File: src/rtl/loop_addr_gen_if.sv
// Address-beat channel of loop_addr_gen: valid/ready handshake plus the address and
// loop indices that travel with each beat.
interface loop_addr_gen_if #(
  parameter int CNT_W  = 32,
  parameter int ADDR_W = 16
);
  logic              addr_valid;
  logic              addr_ready;
  logic [ADDR_W-1:0] addr;
  logic [CNT_W-1:0]  idx_0;
  logic [CNT_W-1:0]  idx_1;
  logic [CNT_W-1:0]  idx_2;
  logic [CNT_W-1:0]  idx_3;
  logic              last;

  modport master (output addr_valid, addr, idx_0, idx_1, idx_2, idx_3, last,
                  input  addr_ready);
  modport slave  (input  addr_valid, addr, idx_0, idx_1, idx_2, idx_3, last,
                  output addr_ready);
endinterface

File: src/rtl/loop_addr_gen.sv
// Four-level nested-loop address sequencer with incremental (multiplier-free) address accumulators.
// Optional feature macro: LOOP_GEN_STALL_CNT_EN adds a saturating backpressure cycle counter.
module loop_addr_gen #(
  parameter int CNT_W  = 32,
  parameter int ADDR_W = 16
) (
  input  logic              clk,
  input  logic              rstn,
  input  logic              start_i,
  input  logic              abort_i,
  input  logic [CNT_W-1:0]  max_0_i,
  input  logic [CNT_W-1:0]  max_1_i,
  input  logic [CNT_W-1:0]  max_2_i,
  input  logic [CNT_W-1:0]  max_3_i,
  input  logic [ADDR_W-1:0] stride_0_i,
  input  logic [ADDR_W-1:0] stride_1_i,
  input  logic [ADDR_W-1:0] stride_2_i,
  input  logic [ADDR_W-1:0] stride_3_i,
  input  logic [ADDR_W-1:0] base_i,
  loop_addr_gen_if.master   beat_if,
  output logic              busy_o,
  output logic              done_o
`ifdef LOOP_GEN_STALL_CNT_EN
  ,
  output logic [31:0]       stall_cnt_o
`endif
);

  typedef enum logic [1:0] {S_IDLE, S_RUN, S_DONE} state_t;

  localparam logic [CNT_W-1:0] IDX_ONE = {{(CNT_W-1){1'b0}}, 1'b1};

  state_t            state_q, state_d;
  logic [CNT_W-1:0]  max_in    [4];
  logic [ADDR_W-1:0] stride_in [4];
  logic [CNT_W-1:0]  lim_in    [4];
  logic [CNT_W-1:0]  lim_q     [4];
  logic [CNT_W-1:0]  idx_q     [4];
  logic [CNT_W-1:0]  idx_step  [4];
  logic [ADDR_W-1:0] stride_q  [4];
  logic [ADDR_W-1:0] acc_q     [4];
  logic [ADDR_W-1:0] acc_step  [4];
  logic [3:0]        at_lim, step_at_lim, lim_in_zero, upd;
  logic              load, step;
  logic              valid_q, busy_q, done_q, last_q, last_d;
  logic              low_wrap;
  logic [ADDR_W-1:0] carry;

  assign max_in[0]    = max_0_i;
  assign max_in[1]    = max_1_i;
  assign max_in[2]    = max_2_i;
  assign max_in[3]    = max_3_i;
  assign stride_in[0] = stride_0_i;
  assign stride_in[1] = stride_1_i;
  assign stride_in[2] = stride_2_i;
  assign stride_in[3] = stride_3_i;

  // Bounds are stored as the final index value (M_k-1); a zero trip count behaves as one.
  for (genvar gi = 0; gi < 4; gi++) begin : g_lvl
    assign lim_in[gi]      = (max_in[gi] == '0) ? '0 : max_in[gi] - IDX_ONE;
    assign lim_in_zero[gi] = (lim_in[gi] == '0);
    assign at_lim[gi]      = (idx_q[gi] == lim_q[gi]);
    assign step_at_lim[gi] = (idx_step[gi] == lim_q[gi]);
  end

  // Carry chain: a level updates when every level below it is at its bound. The carry
  // value descends from the lowest non-wrapping level, so each wrapped level below it
  // reloads the advancing level's freshly incremented accumulator.
  always_comb begin
    low_wrap = 1'b1;
    for (int k = 0; k < 4; k++) begin
      upd[k]   = low_wrap;
      low_wrap = low_wrap & at_lim[k];
    end
    carry = '0;
    for (int k = 3; k >= 0; k--) begin
      if (!at_lim[k]) carry = acc_q[k] + stride_q[k];
      acc_step[k] = upd[k] ? carry : acc_q[k];
      idx_step[k] = upd[k] ? (at_lim[k] ? '0 : idx_q[k] + IDX_ONE) : idx_q[k];
    end
  end

  always_comb begin
    state_d = state_q;
    load    = 1'b0;
    step    = 1'b0;
    case (state_q)
      S_IDLE: if (start_i) begin
        load    = 1'b1;
        state_d = S_RUN;
      end
      S_RUN: begin
        if (abort_i) begin
          state_d = S_IDLE;
        end else if (beat_if.addr_ready) begin
          if (last_q) state_d = S_DONE;
          else        step    = 1'b1;
        end
      end
      S_DONE:  state_d = S_IDLE;
      default: state_d = S_IDLE;
    endcase
    if (load)      last_d = &lim_in_zero;
    else if (step) last_d = &step_at_lim;
    else           last_d = last_q & (state_d == S_RUN);
  end

  always_ff @(posedge clk or negedge rstn) begin
    if (!rstn) begin
      state_q <= S_IDLE;
      valid_q <= 1'b0;
      busy_q  <= 1'b0;
      done_q  <= 1'b0;
      last_q  <= 1'b0;
      for (int k = 0; k < 4; k++) begin
        lim_q[k]    <= '0;
        stride_q[k] <= '0;
        idx_q[k]    <= '0;
        acc_q[k]    <= '0;
      end
    end else begin
      state_q <= state_d;
      valid_q <= (state_d == S_RUN);
      busy_q  <= (state_d != S_IDLE);
      done_q  <= (state_d == S_DONE);
      last_q  <= last_d;
      for (int k = 0; k < 4; k++) begin
        if (load) begin
          lim_q[k]    <= lim_in[k];
          stride_q[k] <= stride_in[k];
          idx_q[k]    <= '0;
          acc_q[k]    <= base_i;
        end else if (step) begin
          idx_q[k] <= idx_step[k];
          acc_q[k] <= acc_step[k];
        end
      end
    end
  end

`ifdef LOOP_GEN_STALL_CNT_EN
  logic [31:0] stall_cnt_q, stall_cnt_d;

  always_comb begin
    stall_cnt_d = stall_cnt_q;
    if (load)
      stall_cnt_d = '0;
    else if (valid_q && !beat_if.addr_ready && !(&stall_cnt_q))
      stall_cnt_d = stall_cnt_q + 32'd1;
  end

  always_ff @(posedge clk or negedge rstn) begin
    if (!rstn) stall_cnt_q <= '0;
    else       stall_cnt_q <= stall_cnt_d;
  end

  assign stall_cnt_o = stall_cnt_q;
`endif

  assign beat_if.addr_valid = valid_q;
  assign beat_if.addr       = acc_q[0];
  assign beat_if.idx_0      = idx_q[0];
  assign beat_if.idx_1      = idx_q[1];
  assign beat_if.idx_2      = idx_q[2];
  assign beat_if.idx_3      = idx_q[3];
  assign beat_if.last       = last_q;
  assign busy_o             = busy_q;
  assign done_o             = done_q;

endmodule

File: src/flat_wrapper.sv
// flat-port wrapper written by rule: the top's interface ports become plain ports
module loop_addr_gen_flat 
#(
  parameter int CNT_W  = 32,
  parameter int ADDR_W = 16
)
  (clk, rstn, start_i, abort_i, max_0_i, max_1_i, max_2_i, max_3_i, stride_0_i, stride_1_i, stride_2_i, stride_3_i, base_i, busy_o, done_o, beat_if_addr_valid, beat_if_addr, beat_if_idx_0, beat_if_idx_1, beat_if_idx_2, beat_if_idx_3, beat_if_last, beat_if_addr_ready);
  loop_addr_gen_if #(.CNT_W(CNT_W), .ADDR_W(ADDR_W)) beat_if_i ();
  input  logic clk;
  input  logic rstn;
  input  logic start_i;
  input  logic abort_i;
  input  logic [CNT_W-1:0] max_0_i;
  input  logic [CNT_W-1:0] max_1_i;
  input  logic [CNT_W-1:0] max_2_i;
  input  logic [CNT_W-1:0] max_3_i;
  input  logic [ADDR_W-1:0] stride_0_i;
  input  logic [ADDR_W-1:0] stride_1_i;
  input  logic [ADDR_W-1:0] stride_2_i;
  input  logic [ADDR_W-1:0] stride_3_i;
  input  logic [ADDR_W-1:0] base_i;
  output logic busy_o;
  output logic done_o;
  output wire logic [$bits(beat_if_i.addr_valid)-1:0] beat_if_addr_valid;
  output wire logic [$bits(beat_if_i.addr)-1:0] beat_if_addr;
  output wire logic [$bits(beat_if_i.idx_0)-1:0] beat_if_idx_0;
  output wire logic [$bits(beat_if_i.idx_1)-1:0] beat_if_idx_1;
  output wire logic [$bits(beat_if_i.idx_2)-1:0] beat_if_idx_2;
  output wire logic [$bits(beat_if_i.idx_3)-1:0] beat_if_idx_3;
  output wire logic [$bits(beat_if_i.last)-1:0] beat_if_last;
  input wire logic [$bits(beat_if_i.addr_ready)-1:0] beat_if_addr_ready;
  assign beat_if_addr_valid = beat_if_i.addr_valid;
  assign beat_if_addr = beat_if_i.addr;
  assign beat_if_idx_0 = beat_if_i.idx_0;
  assign beat_if_idx_1 = beat_if_i.idx_1;
  assign beat_if_idx_2 = beat_if_i.idx_2;
  assign beat_if_idx_3 = beat_if_i.idx_3;
  assign beat_if_last = beat_if_i.last;
  assign beat_if_i.addr_ready = beat_if_addr_ready;
  loop_addr_gen #(.CNT_W(CNT_W), .ADDR_W(ADDR_W)) u_core (.clk(clk), .rstn(rstn), .start_i(start_i), .abort_i(abort_i), .max_0_i(max_0_i), .max_1_i(max_1_i), .max_2_i(max_2_i), .max_3_i(max_3_i), .stride_0_i(stride_0_i), .stride_1_i(stride_1_i), .stride_2_i(stride_2_i), .stride_3_i(stride_3_i), .base_i(base_i), .beat_if(beat_if_i), .busy_o(busy_o), .done_o(done_o));
endmodule
File: config.mk
export PLATFORM = sky130hd
export DESIGN_NAME = loop_addr_gen_flat
export DESIGN_NICKNAME = d
export VERILOG_FILES = /design/src/rtl/loop_addr_gen_if.sv /design/src/rtl/loop_addr_gen.sv /design/src/flat_wrapper.sv
export SDC_FILE = /design/constraint.sdc
export NUM_CORES = 1
export LEC_CHECK = 0
export CORE_UTILIZATION = 40
export CTS_CLUSTER_SIZE = 24
export DETAILED_ROUTE_END_ITERATION = 12
export GPL_TIMING_DRIVEN = 0
export PLACE_DENSITY = 0.69
export SYNTH_ARGS = -nofsm -noshare
export SYNTH_HDL_FRONTEND = slang
export SYNTH_SLANG_ARGS = --single-unit
File: constraint.sdc
create_clock -name clk -period 3.9 [get_ports clk]
set_clock_uncertainty 0.15 [all_clocks]
set_input_delay 0.78 -clock clk [delete_from_list [all_inputs] [get_ports clk]]
set_output_delay 0.78 -clock clk [all_outputs]
set_load 0.005 [all_outputs]
# Yosys cells after proc, flatten, opt, wreduce, memory -nomap -nowiden
# Cells that the tools add are included.
[word_totals] word_cells=113 out_inout_bits=148 input_bits=213 reg_bits=390
[classes] n_reduce_logical=19 muxes=47 addsub=12 eq_ne=11 n_bitwise=3
[ops] operator="$mux 32" count=19
[ops] operator="$eq 32x32->1" count=8
[ops] operator="$logic_not 32->1" count=8
[ops] operator="$mux 16" count=15
[ops] operator="$add 32x1->32 const B" count=4
[ops] operator="$sub 32x1->32 const B" count=4
[ops] operator="$add 16x16->16" count=4
[ops] operator="$reduce_bool 2->1" count=5
[ops] operator="$mux 1" count=8
[ops] operator="$mux 2" count=4
[ops] operator="$reduce_and 4->1" count=2
[ops] operator="$reduce_and 2->1" count=3
[ops] operator="$eq 2x1->1 const B" count=2
[ops] operator="$pmux 2 s2" count=1
[ops] operator="$and 1x1->1" count=3
[ops] operator="$eq 2x2->1 const B" count=1
[ops] operator="$logic_not 2->1" count=1

# Longest topological paths before layout
[logic_depth] word_depth=8 ltp_mapped=17 mapped_depth_nobuf=15

# Worst setup path after synthesis
# No wires, ideal clock.
[synth_path] kind="flip-flop to flip-flop" startpoint="register u_core.idx_q (netlist bit u_core.beat_if.idx_1[11])" endpoint="register u_core.last_q, in the netlist u_core.beat_if.last" arrival_time_ns=4.075 setup_ns=0.095 path_buffers=1 path_slack_ns=-0.420 stages_incl_launch_ff=14 synth_period_minus_slack_ns=4.320 required_time_ns=3.655 path_cell_list="dfrtp_1 -> buf_6 -> xor2_2 -> or4_4 -> nor4_4 -> nand2_1 -> nor2_1 -> o21ai_0 -> xnor2_1 -> a2111oi_0 -> nand4_1 -> or4_1 -> or4_1 -> o31ai_1"
[synth_between] elab_chain_cells=8 word_cells_on_any_way=14 cone_classes="add/sub: 1; eq/ne: 4; mux: 6; bitwise: 2; reduce/logical: 1"
[synth_lines] item="start, declared" line="loop_addr_gen.sv:38" source="logic [CNT_W-1:0] idx_q [4];"
[synth_lines] item="start signal, assigned by index" line="loop_addr_gen.sv:134" source="idx_q[k] <= idx_step[k];"
[synth_lines] item="parallel branches: the longest is 5 deep, another holds $add 32x1->32"
[synth_lines] item="$reduce_and 4->1 (*)" line="loop_addr_gen.sv:104" source="else if (step) last_d = &step_at_lim;"
[synth_lines] item="$mux 1 (*)" line="loop_addr_gen.sv:104"
[synth_lines] item="$mux 1 (*)" line="loop_addr_gen.sv:103" source="if (load) last_d = &lim_in_zero;"
[synth_lines] item="named net u_core.last_d" line="loop_addr_gen.sv:45" source="logic valid_q, busy_q, done_q, last_q, last_d;"
[synth_lines] item="end signal, assigned" line="loop_addr_gen.sv:126" source="last_q <= last_d;"
[synth_lines] item="end, declared" line="loop_addr_gen.sv:45"
# Mark *: on every way through the listed nets, which the timed path passes.
# A chain may end at the register's enable or synchronous reset.

# Worst setup path after layout
[layout_path] startpoint="register u_core.lim_q[74] in the netlist's numbering" endpoint="register u_core.last_q, in the netlist u_core.beat_if.last"
[layout_between] elab_chain_cells=8 word_cells_on_any_way=13 cone_classes="eq/ne: 4; mux: 6; bitwise: 2; reduce/logical: 1"
[layout_lines] item="start, declared" line="loop_addr_gen.sv:37" source="logic [CNT_W-1:0] lim_q [4];"
[layout_lines] item="start signal, assigned by index" line="loop_addr_gen.sv:129" source="lim_q[k] <= lim_in[k];"
[layout_lines] item="$eq 32x32->1" line="loop_addr_gen.sv:62" source="assign at_lim[gi] = (idx_q[gi] == lim_q[gi]);"
[layout_lines] item="$and 1x1->1 (2 in a row)" line="loop_addr_gen.sv:73" source="low_wrap = low_wrap & at_lim[k];"
[layout_lines] item="$mux 32" line="loop_addr_gen.sv:79" source="idx_step[k] = upd[k] ? (at_lim[k] ? '0 : idx_q[k] + IDX_ONE) : idx_q[k];"
[layout_lines] item="$eq 32x32->1" line="loop_addr_gen.sv:63" source="assign step_at_lim[gi] = (idx_step[gi] == lim_q[gi]);"
[layout_lines] item="$reduce_and 4->1 (*)" line="loop_addr_gen.sv:104"
[layout_lines] item="$mux 1 (*)" line="loop_addr_gen.sv:104"
[layout_lines] item="$mux 1 (*)" line="loop_addr_gen.sv:103"
[layout_lines] item="named net u_core.last_d" line="loop_addr_gen.sv:45"
# The timed path passes the listed nets; every way through them passes the cells marked *.

==> run_results.csv <==
group,metric,value,unit
worst_setup_path,arrival,5200,ps
clock_network,h-tree-depth,2,
route,firstDrtPassIters,8,
synthesis,synth_seq_cells,390,
synthesis,syn_avg_cell_area,7.904,sq um
route,wirelength,139800,um
synthesis,netlist_area,28500,sq um
cells_and_area,final_nets,4316,
cells_and_area,final.fill_count,6615,
worst_setup_path,cpPeakStageDelay,580,ps
clock_network,ctsLongestPathBuffers,3,
synthesis,syn_inst,3606,
outcome,status,"finished, violations left",
route,vias,31430,
global_routing,antenna_found_initial,12,
clock_network,cts_tree,"built",
global_routing,grt_max_degree,119,
worst_hold_path,hp-class,"primary input to async pin",
route,routedWlPerCell,27.87,um
sta,fin_crit_sh,124.4,%
floorplan,rows,97,
worst_setup_path,path_cells,"xnor2_1, nand4_1, nor4_4, buf_4, nand4_4, buf_8, buf_6, buf_6, a21o_1, mux2_4, xor2_4, a311oi_2, nand4_1, or4_4, or4_4, o31ai_4",
sta,drv_slew,0,
sta,worst_pin_slew,1423,ps
power_and_ir_drop,vdd_ir_drop_max,0.2872,mV
sta,rsz0062_at_grt,"true",
clock_network,path_clk_slew,60,ps
cells_and_area,area_growth,28.51,%
worst_setup_path,cp_slowest_cell,"or4_4",
placement,io_buffers,355,
floorplan,core,70270,sq um
global_routing,grtUsageTotal,37.82,%
synthesis,synth_fp_nets,3891,
synthesis,synthFlopType,"dfrtp_1",
sta,fmax,0.2062,GHz
clock_network,clock-root-buffer,"clkbuf_16",
sta,hold_violations,3,
power_and_ir_drop,power,0.01554,W
outcome,violations,"hold timing, setup timing",
synthesis,synthDistinctLibCells,78,
global_routing,grt_pass1_vias,29000,
worst_setup_path,r2r_slack,-950,ps
sta,post-route-min-period,4850,ps
route,drc,0,
placement,dpl-instance-area,33420,sq um
synthesis,async_flop_share,100.0,%
clock_network,cts.sinks,390,
floorplan,die_h,268.9,um
placement,dp_hpwl,108200,um
synthesis,synth.area.top_cells,"dfrtp_1 (34%), nand2_1 (8.6%), xnor2_1 (8.5%)",
sta,fin_ws,-949.8,ps
floorplan,die_w,268.9,um
clock_network,cts_buffers,47,
route,postRouteAntennaNets,0,
worst_setup_path,cp_top_family,"simple AND/OR/NAND/NOR gates",
worst_setup_path,crit_buf_inv,4,
route,first_iter_violations,3903,
cells_and_area,final_layout_size_suffix_gt1_share,11.23,%
synthesis,yosysWarnings,0,
synthesis,synth_top_cell_area_share,34.24,%
global_routing,overflow,0,
flow_run,maxCapViolCount,0,
global_routing,grt_pass1_wl,198500,um
placement,post-place-ws,-2390,ps
worst_setup_path,crit_path_start_kind,"flip-flop",
clock_network,clock_latency,630,ps
placement,gp_congestion,1.076,
sta,hold_slack,-17.36,ps
floorplan,dieArea,72320,sq um
synthesis,synth_most_common_cell,"nand2_1",
power_and_ir_drop,leakage,14.44,nW
synthesis,yosysTopAreaCell,"dfrtp_1",
synthesis,ys_top_cells_by_count,"nand2_1 (653), dfrtp_1 (390), o21ai_0 (304)",
sta,slew_headroom,5.125,%
floorplan,top_level_ports,361,
route,vias_per_cell,6.267,
worst_setup_path,worstPathMaxFanout,4,
worst_setup_path,crit_path_end_kind,"flip-flop",
synthesis,ys_seq_area_share,34.24,%
sta,setup_viol,10,
power_and_ir_drop,powerDensity,424.4,nW/um^2
worst_setup_path,critPathRequiredTime,4250,ps
worst_setup_path,path_class,"flip-flop to flip-flop",
synthesis,synth_enable_flop_cells,0,
cells_and_area,final_area,36630,sq um
floorplan,start_util,40.56,%
## layout by cell type, fill, tap and decap left out, types with 18 or more instances in the layout
master	netlist	routed
a21o_1	37	37
a21oi_1	155	141
a22o_1	27	27
a31oi_1	43	42
and2_1	21	18
and3_1	37	37
buf_4	16	85
clkbuf_1	211	112
clkbuf_16	0	48
clkbuf_2	0	21
clkdlybuf4s50_1	0	354
dfrtp_1	390	352
dfrtp_2	0	38
ha_1	68	67
inv_1	65	65
nand2_1	653	642
nand2b_1	21	21
nand3_1	113	110
nand4_1	74	74
nor2_1	251	233
nor2b_1	19	18
nor3_1	99	92
nor4_1	77	54
o21ai_0	304	296
o22ai_1	22	20
o31ai_1	125	118
or3_1	48	44
or4_1	24	19
xnor2_1	276	262
xor2_1	127	125
## worst reg2reg max path: cells and delay by family (launching register included)
family                    cells  cell delay (ps)
DFF                           1              500
buffers and inverters         4              650
and+or+nand+nor               6             2050
AOI/OAI and AO/OA             3              610
xor gates and xnor gates      2              480
muxes                         1              290
## where the power goes
| part | leakage [nW] | switching, W | total (W) | internal [W] |
|---|---|---|---|---|
| Combinational | 8.71 | 0.00311 | 0.00532 | 0.00221 |
| Clock | 0.798 | 0.00196 | 0.00470 | 0.00273 |
| Sequential | 4.93 | 0.000894 | 0.00553 | 0.00464 |
| Total | 14.4 | 0.00596 | 0.0155 | 0.00958 |
## layer usage
metal	part of all wire, %	wire length [um]	GRT usage (%)	up-vias
met2	42	59300	56.19	2052
met4	6.4	8999	21.19	10
met5	0.043	60	0	-
met3	11	15840	8.685	443
met1	40	55580	50.51	15140
li1	-	-	-	13780
## cell type report
cell class / count / area, sq um / share of cell area (%)
antenna: 6 / 15.01 / 0.04099
buffer: 201 / 1082 / 2.955
clock buffer: 65 / 1375 / 3.754
clock inverter: 22 / 240.2 / 0.6559
inverter: 65 / 244.0 / 0.6661
multi-input combinational: 2904 / 18540 / 50.61
sequential: 390 / 9807 / 26.77
tap: 940 / 1176 / 3.211
timing repair buffer: 422 / 4151 / 11.33
## stage by stage
stage	utilization, %	TNS (ps)	instances
6_report	52.12	-1457	5015
5_1_grt	52.11	-1512	5011
4_1_cts	51.25	-1055	5004
3_5_place_dp	47.56	-364840	4905
3_3_place_gp	47.43	-6570160	4901
2_1_floorplan	-	-156.9	3606
## final timing paths
path / start / endpoint / depth (start not counted)
setup / recovery: u_core.lim_q[74]$_DFFE_PN0P_ / u_core.beat_if.last$_DFF_PN0_ / 16
hold / removal: rstn / u_core.beat_if.idx_0[31]$_DFFE_PN0P_ / 1
setup reg to reg: u_core.lim_q[74]$_DFFE_PN0P_ / u_core.beat_if.last$_DFF_PN0_ / 16
hold reg to reg: u_core.stride_q[56]$_DFFE_PN0P_ / u_core.stride_q[56]$_DFFE_PN0P_ / 2
max in group asynchronous: rstn / u_core.lim_q[4]$_DFFE_PN0P_ / 3
min in group clk: u_core.stride_q[56]$_DFFE_PN0P_ / u_core.stride_q[56]$_DFFE_PN0P_ / 2
## logic make-up after synthesis
| group | Yosys count | share of synthesized area, % |
|---|---|---|
| compound gates | 894 | 19.85 |
| xor+xnor | 404 | 12.44 |
| flops | 390 | 34.24 |
| mux | 24 | 0.8692 |
| simple gates | 1510 | 24.93 |
| fa+ha+maj | 72 | 3.266 |
| buf+inv | 312 | 4.403 |
## registers in the layout, indices dropped and copies added (netlist names)
register and cells:
u_core.beat_if.idx_3 32, u_core.done_o 1, u_core.state_q 2, u_core.beat_if.addr_valid 1, u_core.beat_if.idx_1 32, u_core.beat_if.idx_0 32
u_core.busy_o 1, u_core.lim_q 128, u_core.stride_q 64, u_core.acc_q 48, u_core.beat_if.idx_2 32, u_core.beat_if.last 1
u_core.beat_if.addr 16
## what timing repair did
action                     in CTS  in global routing
hold buffers                    0                  0
pin swaps                      27                 37
buffers inserted               29                 34
setup endpoints to repair     316                187
gates resized for setup       226                143
Power figures use the tool's default switching activity.
